## src/rtl/unidade_load_store_pkg.sv

```systemverilog
// Shared definitions for the load/store unit: default widths and FSM encoding.
package unidade_load_store_pkg;

    localparam int LSU_DATA_W    = 8;
    localparam int LSU_ADDR_W    = 8;
    localparam int LSU_DEPTH     = 4;
    localparam int LSU_MEM_WORDS = 24;

    // ST_RESP keeps the 2-bit encoding complete; responses are issued while
    // the FSM is already back in ST_IDLE, so it is never entered.
    typedef enum logic [1:0] {
        ST_IDLE     = 2'd0,
        ST_RD_ISSUE = 2'd1,
        ST_RD_WAIT  = 2'd2,
        ST_RESP     = 2'd3
    } lsu_state_e;

endpackage

```

## src/rtl/unidade_load_store_fifo_escrita.sv

```systemverilog
// Store buffer: DEPTH-entry FIFO of {addr,data} with a combinational
// youngest-match search and a look-ahead view of the next head entry.
module unidade_load_store_fifo_escrita
    import unidade_load_store_pkg::*;
#(
    parameter int DATA_W = LSU_DATA_W,
    parameter int ADDR_W = LSU_ADDR_W,
    parameter int DEPTH  = LSU_DEPTH
) (
    input  logic                     clk,
    input  logic                     reset,
    input  logic                     push_i,
    input  logic [ADDR_W-1:0]        push_addr_i,
    input  logic [DATA_W-1:0]        push_data_i,
    input  logic                     pop_i,
    output logic [$clog2(DEPTH):0]   count_o,
    output logic [$clog2(DEPTH):0]   count_nxt_o,
    output logic [ADDR_W-1:0]        head_nxt_addr_o,
    output logic [DATA_W-1:0]        head_nxt_data_o,
    input  logic [ADDR_W-1:0]        srch_addr_i,
    output logic                     srch_hit_o,
    output logic [DATA_W-1:0]        srch_data_o
);

    localparam int PTR_W = $clog2(DEPTH);
    localparam int CNT_W = PTR_W + 1;
    localparam logic [CNT_W-1:0] FULL_C = CNT_W'(DEPTH);

    logic [ADDR_W-1:0] addr_q [DEPTH];
    logic [DATA_W-1:0] data_q [DEPTH];
    logic [PTR_W-1:0]  rd_ptr_q, rd_ptr_d;
    logic [PTR_W-1:0]  wr_ptr_q, wr_ptr_d;
    logic [CNT_W-1:0]  count_q, count_d;
    logic              do_push, do_pop;

    assign do_pop  = pop_i && (count_q != '0);
    assign do_push = push_i && ((count_q != FULL_C) || do_pop);

    assign count_o     = count_q;
    assign count_nxt_o = count_d;

    // Pointer and occupancy next-state; simultaneous push and pop leave count unchanged.
    always_comb begin
        rd_ptr_d = rd_ptr_q + PTR_W'(do_pop);
        wr_ptr_d = wr_ptr_q + PTR_W'(do_push);
        count_d  = count_q;
        if (do_push && !do_pop) begin
            count_d = count_q + CNT_W'(1);
        end else if (!do_push && do_pop) begin
            count_d = count_q - CNT_W'(1);
        end
    end

    // Control state: pointers and count, cleared by reset (pending stores discarded).
    always_ff @(posedge clk) begin
        if (!reset) begin
            rd_ptr_q <= '0;
            wr_ptr_q <= '0;
            count_q  <= '0;
        end else begin
            rd_ptr_q <= rd_ptr_d;
            wr_ptr_q <= wr_ptr_d;
            count_q  <= count_d;
        end
    end

    // Entry storage; contents are only meaningful below count, so no reset.
    always_ff @(posedge clk) begin
        if (do_push) begin
            addr_q[wr_ptr_q] <= push_addr_i;
            data_q[wr_ptr_q] <= push_data_i;
        end
    end

    // Head as it will be after this edge; an entry pushed into an emptying buffer bypasses storage.
    always_comb begin
        head_nxt_addr_o = addr_q[rd_ptr_d];
        head_nxt_data_o = data_q[rd_ptr_d];
        if (do_push && (wr_ptr_q == rd_ptr_d)) begin
            head_nxt_addr_o = push_addr_i;
            head_nxt_data_o = push_data_i;
        end
    end

    // Walk valid entries oldest to youngest so the youngest match is the one left standing.
    always_comb begin
        logic [PTR_W-1:0] idx;
        idx         = rd_ptr_q;
        srch_hit_o  = 1'b0;
        srch_data_o = '0;
        for (int i = 0; i < DEPTH; i++) begin
            idx = rd_ptr_q + PTR_W'(i);
            if ((CNT_W'(i) < count_q) && (addr_q[idx] == srch_addr_i)) begin
                srch_hit_o  = 1'b1;
                srch_data_o = data_q[idx];
            end
        end
    end

endmodule

```

## src/rtl/unidade_load_store.sv

```systemverilog
// Load/store unit in front of the data memory: buffers stores, drains them
// one per cycle, serves loads by forwarding or by a one-cycle memory read.
module unidade_load_store
    import unidade_load_store_pkg::*;
#(
    parameter int DATA_W    = LSU_DATA_W,
    parameter int ADDR_W    = LSU_ADDR_W,
    parameter int DEPTH     = LSU_DEPTH,
    parameter int MEM_WORDS = LSU_MEM_WORDS
) (
    input  logic              clk,
    input  logic              reset,
    input  logic              req_valid,
    output logic              req_ready,
    input  logic              req_write,
    input  logic [ADDR_W-1:0] req_addr,
    input  logic [DATA_W-1:0] req_wdata,
    output logic              resp_valid,
    output logic [DATA_W-1:0] resp_data,
    output logic              resp_err,
    output logic              buf_empty,
    output logic [ADDR_W-1:0] mem_label,
    output logic [DATA_W-1:0] mem_dado,
    output logic              mem_LerMemo,
    output logic              mem_EscrMemo,
    input  logic [DATA_W-1:0] mem_dadoEscrito
);

    localparam int CNT_W = $clog2(DEPTH) + 1;
    localparam logic [CNT_W-1:0] FULL_C  = CNT_W'(DEPTH);
    localparam logic [ADDR_W:0]  LIMIT_C = (ADDR_W + 1)'(MEM_WORDS);

    lsu_state_e        state_q, state_d;
    logic              resp_valid_q, resp_valid_d;
    logic              resp_err_q, resp_err_d;
    logic [DATA_W-1:0] resp_data_q, resp_data_d;
    logic [ADDR_W-1:0] mem_label_q, mem_label_d;
    logic [DATA_W-1:0] mem_dado_q, mem_dado_d;
    logic              mem_ler_q, mem_ler_d;
    logic              mem_escr_q, mem_escr_d;

    logic [CNT_W-1:0]  count, count_nxt;
    logic [ADDR_W-1:0] head_nxt_addr;
    logic [DATA_W-1:0] head_nxt_data;
    logic              fwd_hit;
    logic [DATA_W-1:0] fwd_data;
    logic              accept, in_range, push;

    // Ready depends on registered state only, never on the request inputs.
    assign req_ready = (state_q == ST_IDLE) && (count != FULL_C);
    assign accept    = req_valid && req_ready;
    assign in_range  = {1'b0, req_addr} < LIMIT_C;
    assign push      = accept && req_write && in_range;
    assign buf_empty = (count == '0) && (state_q == ST_IDLE);

    assign resp_valid   = resp_valid_q;
    assign resp_err     = resp_err_q;
    assign resp_data    = resp_data_q;
    assign mem_label    = mem_label_q;
    assign mem_dado     = mem_dado_q;
    assign mem_LerMemo  = mem_ler_q;
    assign mem_EscrMemo = mem_escr_q;

    // A drain write is on the pins for exactly one cycle, so its presence is the pop.
    unidade_load_store_fifo_escrita #(
        .DATA_W (DATA_W),
        .ADDR_W (ADDR_W),
        .DEPTH  (DEPTH)
    ) u_fifo (
        .clk             (clk),
        .reset           (reset),
        .push_i          (push),
        .push_addr_i     (req_addr),
        .push_data_i     (req_wdata),
        .pop_i           (mem_escr_q),
        .count_o         (count),
        .count_nxt_o     (count_nxt),
        .head_nxt_addr_o (head_nxt_addr),
        .head_nxt_data_o (head_nxt_data),
        .srch_addr_i     (req_addr),
        .srch_hit_o      (fwd_hit),
        .srch_data_o     (fwd_data)
    );

    // Next state, response and memory-pin decisions for the coming cycle.
    always_comb begin
        state_d      = state_q;
        resp_valid_d = 1'b0;
        resp_err_d   = 1'b0;
        resp_data_d  = '0;
        mem_label_d  = '0;
        mem_dado_d   = '0;
        mem_ler_d    = 1'b0;
        mem_escr_d   = 1'b0;

        case (state_q)
            ST_IDLE: begin
                if (accept) begin
                    if (!in_range) begin
                        resp_valid_d = 1'b1;
                        resp_err_d   = 1'b1;
                    end else if (!req_write) begin
                        if (fwd_hit) begin
                            resp_valid_d = 1'b1;
                            resp_data_d  = fwd_data;
                        end else begin
                            state_d = ST_RD_ISSUE;
                        end
                    end
                end
            end
            ST_RD_ISSUE: state_d = ST_RD_WAIT;
            ST_RD_WAIT: begin
                state_d      = ST_IDLE;
                resp_valid_d = 1'b1;
                resp_data_d  = mem_dadoEscrito;
            end
            default: state_d = ST_IDLE;
        endcase

        // The read slot wins the pins; the drain waits one cycle behind it.
        if (state_d == ST_RD_ISSUE) begin
            mem_ler_d   = 1'b1;
            mem_label_d = req_addr;
        end else if (count_nxt != '0) begin
            mem_escr_d  = 1'b1;
            mem_label_d = head_nxt_addr;
            mem_dado_d  = head_nxt_data;
        end
    end

    // FSM, response and memory-pin registers; reset clears every output.
    always_ff @(posedge clk) begin
        if (!reset) begin
            state_q      <= ST_IDLE;
            resp_valid_q <= 1'b0;
            resp_err_q   <= 1'b0;
            resp_data_q  <= '0;
            mem_label_q  <= '0;
            mem_dado_q   <= '0;
            mem_ler_q    <= 1'b0;
            mem_escr_q   <= 1'b0;
        end else begin
            state_q      <= state_d;
            resp_valid_q <= resp_valid_d;
            resp_err_q   <= resp_err_d;
            resp_data_q  <= resp_data_d;
            mem_label_q  <= mem_label_d;
            mem_dado_q   <= mem_dado_d;
            mem_ler_q    <= mem_ler_d;
            mem_escr_q   <= mem_escr_d;
        end
    end

endmodule

```

## config.mk

```make
export PLATFORM = sky130hd
export DESIGN_NAME = unidade_load_store
export DESIGN_NICKNAME = d
export VERILOG_FILES = /design/src/rtl/unidade_load_store_pkg.sv /design/src/rtl/unidade_load_store_fifo_escrita.sv /design/src/rtl/unidade_load_store.sv
export SDC_FILE = /design/constraint.sdc
export NUM_CORES = 1
export LEC_CHECK = 0
export BUFFER_PORTS_ARGS = -buffer_cell sky130_fd_sc_hd__buf_2
export CAP_MARGIN = 20
export CORE_ASPECT_RATIO = 0.75
export CORE_UTILIZATION = 61
export CTS_BUF_LIST = sky130_fd_sc_hd__clkbuf_8
export CTS_CLUSTER_DIAMETER = 40
export DETAILED_ROUTE_END_ITERATION = 7
export GPL_TIMING_DRIVEN = 0
export HOLD_SLACK_MARGIN = 0.1
export PLACE_DENSITY = 0.82
export SYNTH_ARGS = -nofsm -noshare
export SYNTH_HDL_FRONTEND = slang
export SYNTH_HIERARCHICAL = 1
export SYNTH_SLANG_ARGS = --single-unit
```

## constraint.sdc

```tcl
create_clock -name clk -period 8.1 [get_ports clk]
set_input_delay 0.405 -clock clk [delete_from_list [all_inputs] [get_ports clk]]
set_output_delay 0.405 -clock clk [all_outputs]
set_load 0.1 [all_outputs]
```

==> flow_summary.toml, run 1 <==
[setup_path]
cp.depth = 11
crit_path_max_fanout = 10
cp_cell_sequence = "inv_1, ha_1, inv_1, o21ai_0, inv_1, ha_1, clkbuf_1, buf_1, mux4_2, mux2_2, nor3b_1"
cp-start-kind = "register"
crit_top_cell = "inv_1"
reg2reg_from = "u_fifo/count_o[1]$_SDFF_PN0_"
startpoint = "u_fifo/count_o[1]$_SDFF_PN0_"
r2r_slack_ps = 3820
end_kind = "register"
crit_required_ps = 8370
timing_worst_setup_path_type = "reg -> reg"
crit_family = "buffers and inverters"
rr_endpoint = "mem_label[5]$_SDFF_PN0_"
cpPeakStageDelay_ps = 770
crit_buf_inv = 5
r2r.worst_path.cells = 11
cp_slowest_cell = "buf_1"
arrival_ps = 4550

[cts]
post-cts-setup-buffers = 0
path_clk_slew_ps = 110
cts_resized = 0
htreeDepth = 3
clkSinkCount = 101
postCtsHoldBufs = 0
clock_path_buffers = 2
clk_latency_ps = 390
tritoncts = "done"
cts-root-buf = "clkbuf_8"
cts_buffers = 9

[placed_design]
io_buffers = 57
place.gp.congestion = 0.926
post-place-ws_ps = 3840
dpl.hpwl_mm = 11.2
place_area_sq_um = 6860

[routing]
vias_per_cell = 6.76
wl_per_cell_um = 22.5
antenna_left = 0
initialDrtViolationCount = 638
drc = 0
vias = 4768
wirelength_mm = 15.9
drt_first_pass_iters = 5

[timing]
hold_viol = 0
worst_slew_pin_slew_ps = 1190
finalMaxSlewViolations = 0
rsz0062_at_grt = "no"
relSlewSlack_pct = 20.5
setup_violations = 0
fin_crit_sh_pct = 52.8
whs_ps = 216
period_needed_ps = 4280
clock_skew_ps = 17.4
setup-tns-final_ps = 0
postLayoutSetupSlackWorst_ps = 3820
max_freq_ghz = 0.234

[floorplan]
core-area_sq_um = 9850
ios = 58
row_count = 31
die_area_sq_um = 10800
dieWidth_um = 119
fp.dieH_um = 90.1
initial_core_util_pct = 64.1

[grt]
grt_pass1_vias = 4497
grtUsageTotal_pct = 30.8
grt_pass1_wl_mm = 24.8
antenna_found_initial = 0
grt_max_degree = 20
overflow = 0

[power_and_ir_drop]
p_sw_share_pct = 39.3
p_clk_share_pct = 22.9
seqPwrFrac_pct = 42.8
power_frac_comb_pct = 34.3
p_switching_uw = 538
cellPowerDensity_nw_per_um2 = 195
intPower_uw = 833
peakVddDrop_mv = 0.220
p_leak_uw = 0.00239

[hold_path]
hold_start = "mem_dadoEscrito[0]"
hold_depth = 3
hp-class = "in -> reg"
hold_end = "resp_data[0]$_SDFF_PN0_"

[logic_synthesis]
ys.flop_type = "edfxtp_1"
syn_area_sq_um = 6310
synthDistinctLibCells = 53
synth.net_count = 527
postSynthAreaPerCell_sq_um = 12.8
yosysWarnings = 6
yosysSeqAreaShare_pct = 42.2
synth_edf_count = 64
synthArstFlopShare_pct = 0
netlist_instances = 494
synth_seq_cells = 101

[final_layout]
antenna_cells_inserted = 0
areaGrowthSynthToFinish_pct = 11.6
drive_gt1_share_pct = 33.9
final_nets = 601
final_cell_area_sq_um = 7050

[run_status]
status = "completed"

[run]
cap_viol_max_count = 0
==> per-layer routing <==
metal	wire [um]	global-route usage, %
met1	6630	45.1
met2	6980	44.2
met3	1990	9.01
met4	264	9.69
met5	0	0
==> per-stage QoR <==
step | std cells | total power, uW | util (%)
floorplan | 494 | 972 | -
global placement | 683 | 1050 | 68.6
CTS | 705 | 1380 | 71.5
finish | 705 | 1370 | 71.5
detailed placement | 689 | 1060 | 69.6
global route | 705 | 1420 | 71.5
==> worst max path at each step <==
| stage | slack, ps | to |
|---|---|---|
| floorplan | 4070 | buf_empty |
| finish | 3820 | mem_label[5]$_SDFF_PN0_ |
| CTS | 3830 | mem_dado[6]$_SDFF_PP0_ |
| detailed placement | 3840 | mem_dado[6]$_SDFF_PP0_ |
| global placement | 3330 | u_fifo/addr_q[0][1]$_DFFE_PP_ |
| global route | 3400 | mem_dado[6]$_SDFF_PP0_ |
==> synthesized netlist by cell type, drive strengths merged (2+ instances only) <==
library cell,number,area [sq um]
inv,18,67.6
or4,3,26.3
xnor2,30,263
o21ai,28,140
or2,8,50.1
a2111oi,2,55.1
nand3b,2,15.0
nand3,5,25.0
xor2,10,87.6
nand4,5,31.3
a22oi,8,100
o22ai,6,37.5
nor2,10,37.5
o31ai,2,15.0
ha,5,62.6
buf,22,153
nor3b,12,110
edfxtp,64,1920
o2111ai,2,17.5
nor4b,9,85.1
nor4,3,18.8
a21oi,17,85.1
nor3,4,25.0
mux4,52,1190
nand2,38,143
and3b,2,17.5
dfxtp,37,741
mux2i,28,280
clkbuf,12,45.0
and2,8,51.3
mux2,27,304
and3,5,32.5
==> state kept, by name, summed over array words and instances, names as in the netlist <==
signal / cells
resp_valid: 1
mem_dado: 8
u_fifo/addr_q: 32
u_fifo/wr_ptr_q: 2
resp_data: 8
mem_LerMemo: 1
u_fifo/rd_ptr_q: 2
mem_label: 8
u_fifo/count_o: 3
u_fifo/data_q: 32
mem_EscrMemo: 1
resp_err: 1
state_q: 2
==> cell usage in the layout, fill, tap and decap left out, types with 3 or more instances in the layout <==
cell type / netlist / layout
a21oi_1: 17 / 17
a22oi_2: 8 / 8
and2_1: 7 / 7
and3_1: 4 / 4
buf_1: 5 / 5
buf_2: 7 / 66
buf_4: 6 / 6
buf_6: 3 / 5
clkbuf_1: 12 / 12
clkbuf_8: 0 / 9
dfxtp_1: 37 / 37
edfxtp_1: 64 / 64
ha_1: 5 / 5
inv_1: 18 / 18
inv_8: 0 / 3
mux2_2: 27 / 27
mux2i_1: 28 / 28
mux4_1: 4 / 4
mux4_2: 48 / 48
nand2_1: 38 / 38
nand3_1: 5 / 5
nand4_1: 5 / 5
nor2_1: 10 / 8
nor3_1: 3 / 3
nor3b_1: 8 / 7
nor3b_2: 4 / 5
nor4_1: 3 / 3
nor4b_1: 8 / 8
o21ai_0: 28 / 28
o22ai_1: 6 / 6
or2_0: 8 / 8
xnor2_1: 30 / 30
xor2_1: 10 / 10
==> area by class of cell <==
cell class / count / area, sq um
well taps: 132 / 165
inverters: 18 / 67.6
fillers: 689 / 2810
plain buffers: 34 / 198
multi-input cells: 341 / 3390
clock inverters: 7 / 62.6
flip-flops and latches: 101 / 2660
clock buffers: 9 / 124
repair buffers: 63 / 373
==> power by group through the flow <==
stage / Sequential (uW) / Combinational (uW) / Clock [uW]
finish: 587 / 470 / 314
floorplan: 753 / 219 / 0
CTS: 587 / 469 / 320
detailed placement: 598 / 466 / 0
global route: 591 / 493 / 340
global placement: 597 / 458 / 0
==> logic make-up after synthesis <==
family          count (synthesis)  synth area share (%)
simple gates                  119                  11.2
mux                           107                  28.1
flops                         101                  42.2
compound gates                 70                  7.81
buf+inv                        52                  4.20
xor+xnor                       40                  5.55
fa+ha+maj                       5                 0.991
==> tightest hold or removal path, delay by kind of cell <==
kind | cells | cell delay (ps)
buffers and inverters | 1 | 70
AOI/OAI and AO/OA | 1 | 60
and+or+nand+nor | 1 | 40
Note: power is estimated with default switching activity, not from simulation.
==> inputs of run 2 (changes only) <==
- CORE_UTILIZATION: 61 -> 56
- PLACE_DENSITY: 0.82 -> 0.79
- clock period: 8.1 -> 3.7 ns (I/O delays scaled with it)
==> run 2 against run 1 <==
Net effect:
- count of clock-buffer cells in the layout unchanged
- hold slack worse by 96 ps
- maximum frequency up 18%
- via count grew 0.80%
- sequential share of layout area shrank 1.3 points
- critical path depth unchanged
- core utilization down 4.7 points
- worst setup slack worse by 3700 ps
- largest cell class unchanged
- highest routed layer unchanged
==> flow_summary.toml, run 2 (same netlist as run 1, synthesis figures left out) <==
[cts]
clk_latency_ps = 380
clkSinkCount = 101
clock_path_buffers = 2
path_clk_slew_ps = 110
htreeDepth = 3
cts_buffers = 9
cts-root-buf = "clkbuf_8"
tritoncts = "done"

[hold_path]
hp-class = "in -> reg"
hold_start = "req_addr[5]"

[final_layout]
final_util_pct = 66.8
layout_commonest_cell = "buf_2"
final_cell_area_sq_um = 7310
top_regs = "u_fifo/addr_q: 32 flops, u_fifo/data_q: 32 flops"
drive_gt1_share_pct = 35.2
final_cell_mix = "66 x buf_2, 64 x edfxtp_1, 48 x mux4_2"
antenna_cells_inserted = 0
areaGrowthSynthToFinish_pct = 15.8
final_nets = 625
nFillCells = 801

[power_and_ir_drop]
finalPower_uw = 3030
p_leak_uw = 0.00249
cellPowerDensity_nw_per_um2 = 415
peakVddDrop_mv = 0.458

[setup_path]
cp_slowest_cell = "a2111oi_4"
crit_path_max_fanout = 10
timing_worst_setup_path_type = "reg -> reg"
crit_top_cell = "buf_6"
cp_cell_sequence = "buf_6, mux4_1, xnor2_1, nand4_1, a2111oi_4, or4_4, nor3_1, and4_1, buf_6, buf_12, nor3b_2"
cpPeakStageDelay_ps = 860
arrival_ps = 3910
cp-start-kind = "register"
end_kind = "register"
reg2reg_from = "u_fifo/rd_ptr_q[0]$_SDFF_PN0_"
crit_required_ps = 3990
startpoint = "u_fifo/rd_ptr_q[0]$_SDFF_PN0_"

[routing]
initialDrtViolationCount = 536
drc = 0
wl_per_cell_um = 22.4
antenna_left = 0
wirelength_mm = 16.5
drt_first_pass_iters = 6
vias = 4806
vias_per_cell = 6.52

[floorplan]
die_area_sq_um = 11700
ios = 58
row_count = 33
dieWidth_um = 125
initial_core_util_pct = 57.7
core-area_sq_um = 10900
fp.dieH_um = 93.9

[placed_design]
place.gp.congestion = 0.900
place_area_sq_um = 6850
dpl.hpwl_mm = 11.2
io_buffers = 57

[timing]
max_freq_ghz = 0.277
relSlewSlack_pct = 28.2
rsz0062_at_grt = "no"
whs_ps = 121
clock_skew_ps = 13.9
setup_violations = 0
worst_slew_pin_slew_ps = 1080
period_needed_ps = 3610
hold_viol = 0
fin_crit_sh_pct = 97.6
finalMaxSlewViolations = 0

[grt]
overflow = 0
antenna_found_initial = 0
grtUsageTotal_pct = 29.3
grt_pass1_wl_mm = 25.9
grt_max_degree = 19
grt_pass1_vias = 4694

[run]
cap_viol_max_count = 0

[run_status]
status = "completed"
## run 2: cell types whose count changed in the layout (fill, tap and decap cells not counted), sizes merged
cell	change
clkinvlp	+1
clkbuf	-1
clkdlybuf4s18	+1
buf	+5
dlygate4sd3	+19
clkinv	-1
## run 2: area by class of cell
class	instances	area (sq um)	share of cell area [%]
Buffer	33	206	2.82
Clock buffer	9	124	1.69
Clock inverter	7	55.1	0.753
Inverter	18	67.6	0.924
Multi-Input combinational cell	341	3430	46.9
Sequential cell	101	2660	36.4
Tap cell	140	175	2.40
Timing Repair Buffer	88	586	8.01
## run 2: per-stage QoR
stage | setup slack, ps | cells | TNS (ps)
final | 89.0 | 737 | 0
after CTS | 9.59 | 734 | 0
after global placement | -822 | 691 | -21350
after detailed placement | -541 | 697 | -6410
after global routing | 0.214 | 737 | 0
after floorplan | 16.2 | 494 | 0
## run 2: worst paths after layout
| path | endpoint | slack (ps) | cells after the start |
|---|---|---|---|
| setup reg to reg | mem_dado[3]$_SDFF_PP0_ | 90 | 11 |
| hold reg to reg | state_q[1]$_SDFF_PN0_ | 630 | 1 |
| setup / recovery | mem_dado[3]$_SDFF_PP0_ | 90 | 11 |
| hold / removal | u_fifo/addr_q[2][5]$_DFFE_PP_ | 120 | 1 |
## run 2: routing by layer
metal | up-vias | track usage [%] | wire (um)
li1 | 2102 | - | -
met1 | 2326 | 41.5 | 6750
met2 | 350 | 44.3 | 7370
met3 | 28 | 8.03 | 2030
met4 | 0 | 8.23 | 331
met5 | - | 0 | 0
## run 2: report_power, final
part           leakage, uW  switching, uW  internal, uW
Clock            0.0000924            423           254
Combinational      0.00152            732           338
Sequential        0.000876           33.4          1250
Total              0.00249           1190          1840
## run 2: worst max-delay path: cells and delay by family (launching register included)
family	cells	cell delay, ps
and+or+nand+nor	5	980
xor gates and xnor gates	1	230
buffers and inverters	3	490
DFF	1	360
AOI/OAI and AO/OA	1	860
muxes	1	590
## run 2: repair_timing
item / in CTS / in global routing
gates resized for setup: 8 / 8
setup endpoints to repair: 27 / 22
hold endpoints to repair: 52 / 0
buffers inserted: 3 / 3
gates cloned: 0 / 0
pin swaps: 2 / 2
hold buffers: 19 / 0
==> inputs of run 3 (changes only) <==
- clock period: 3.7 -> 3.2 ns (I/O delays scaled with it)
==> run 3 against run 2 <==
Net effect:
- the flow now finishes with violations (setup timing)
- first-iteration DRC count increased by 1.7%
- via count increased by 5.3%
- global-route usage increased by 0.43 points
- sequential cell count unchanged
- design area increased by 7.1%
- count of clock-buffer cells in the layout unchanged
- hold slack got worse by 18 ps
- die area unchanged
- non-clock buffer count increased by 29
- core utilization increased by 4.7 points
- largest power group unchanged
==> flow_summary.toml, run 3 (same netlist as run 1, synthesis figures left out) <==
[run_status]
status = "complete, but fails checks"
violations = "setup timing"

[timing]
postLayoutSetupSlackWorst_ps = -126
relSlewSlack_pct = 29.2
rsz0062_at_grt = "yes"
finalMaxSlewViolations = 0
clock_skew_ps = 9.83
worst_slew_pin_slew_ps = 1060
max_freq_ghz = 0.301
fin_crit_sh_pct = 104
hold_viol = 0
period_needed_ps = 3330
whs_ps = 103
setup_violations = 11

[grt]
antenna_found_initial = 0
use_met2_pct = 45.2
grt_pass1_wl_mm = 26.1
grtUsageTotal_pct = 29.7
met3_usage_pct = 7.00
grt_max_degree = 19
grtUsageMet1_pct = 41.7
grt_pass1_vias = 4712
grt.busiest_layer = "met2"
overflow = 0

[power_and_ir_drop]
cellPowerDensity_nw_per_um2 = 474
peakVddDrop_mv = 0.625
finalPower_uw = 3710
p_leak_uw = 0.00274

[floorplan]
dieWidth_um = 125
fp.dieH_um = 93.9
core-area_sq_um = 10900
ios = 58
initial_core_util_pct = 57.7
row_count = 33
die_area_sq_um = 11700

[routing]
wl_per_cell_um = 22.8
initialDrtViolationCount = 545
wirelength_mm = 17.5
vias_per_cell = 6.60
antenna_left = 0
drc = 0
drt_first_pass_iters = 6
vias = 5059

[cts]
cts_buffers = 9
tritoncts = "done"
clkSinkCount = 101
clock_path_buffers = 2
path_clk_slew_ps = 100
htreeDepth = 3
cts-root-buf = "clkbuf_8"
clk_latency_ps = 390

[setup_path]
cp-start-kind = "register"
crit_required_ps = 3520
timing_worst_setup_path_type = "reg -> reg"
arrival_ps = 3640
crit_path_max_fanout = 7
r2r.worst_path.cells = 13
end_kind = "register"

[final_layout]
nFillCells = 702
final_nets = 654
layout_commonest_cell = "edfxtp_1"
antenna_cells_inserted = 0
top_regs = "u_fifo/addr_q: 32 flops, u_fifo/data_q: 32 flops"
register_area_sq_um = 2670
areaGrowthSynthToFinish_pct = 24.0
drive_gt1_share_pct = 41.7
final_cell_mix = "64 x edfxtp_1, 63 x buf_2, 49 x mux4_2"
multi_input_area_sq_um = 3580

[placed_design]
place.gp.congestion = 0.896
io_buffers = 57
dpl.hpwl_mm = 11.2

[run]
cap_viol_max_count = 0

[hold_path]
hp-class = "in -> reg"
hold_depth = 1
==> run 3: cell types whose count changed in the layout (fill, tap and decap cells not counted), moves of 3 or more <==
cell     previous run  this run
nor3b_2             5         8
buf_12              1         5
dfxtp_1            36        32
dfxtp_2             1         4
buf_4              12        32
nor3b_1             7         4
buf_6               6         9
buf_2              66        63
==> run 3: metrics by stage <==
step | area, sq um | TNS, ps | util (%) | std cells | setup slack (ps)
6_report | 7830 | -894 | 71.5 | 766 | -126
5_1_grt | 7830 | -2290 | 71.5 | 766 | -208
4_1_cts | 7490 | 0 | 68.5 | 748 | 0.161
3_5_place_dp | 6870 | -18740 | 62.8 | 697 | -968
3_3_place_gp | 6780 | -51330 | 62.0 | 691 | -1350
2_1_floorplan | 6320 | 0 | - | 494 | 70.4
==> run 3: area by class of cell <==
cell class,count,area share (%)
Clock buffer,9,1.58
Clock inverter,7,0.991
Multi-Input combinational cell,341,45.8
Buffer,34,3.37
Inverter,18,0.863
Timing Repair Buffer,116,11.0
Sequential cell,101,34.1
Tap cell,140,2.24
==> run 3: critical path: stages, from the launching register on <==
cell,delay (ps)
dfxtp_2,370
buf_6,140
buf_12,130
buf_12,120
mux4_2,530
xnor2_2,180
o31ai_4,100
buf_6,160
nor3_4,40
or4_4,580
nor4b_4,310
nand4_1,200
buf_6,210
o22ai_4,160
==> run 3: final timing paths <==
path / endpoint / start / slack (ps)
max: mem_label[4]$_SDFF_PN0_ / u_fifo/rd_ptr_q[0]$_SDFF_PN0_ / -130
min reg2reg: state_q[1]$_SDFF_PN0_ / state_q[0]$_SDFF_PN0_ / 650
max reg2reg: mem_label[4]$_SDFF_PN0_ / u_fifo/rd_ptr_q[0]$_SDFF_PN0_ / -130
min: u_fifo/addr_q[1][5]$_DFFE_PP_ / req_addr[5] / 100
==> run 3: what timing repair did <==
item | in CTS | in global routing
pin swaps | 5 | 7
gates resized for setup | 29 | 33
endpoints found under the setup margin | 29 | 43
endpoints found under the hold margin | 60 | 0
cloned | 0 | 1
buffers inserted | 14 | 17
hold buffers | 21 | 0
==> run 3: report_power, final <==
part | total, uW | internal [uW] | switching (uW)
clock network | 853 | 371 | 482
logic | 1360 | 468 | 897
registers | 1500 | 1450 | 44.9
total | 3710 | 2290 | 1420
==> run 3: layer usage <==
metal / up-vias / routed length (um)
met4: 0 / 605
met2: 392 / 7720
li1: 2160 / -
met5: - / 0
met1: 2443 / 7030
met3: 64 / 2120
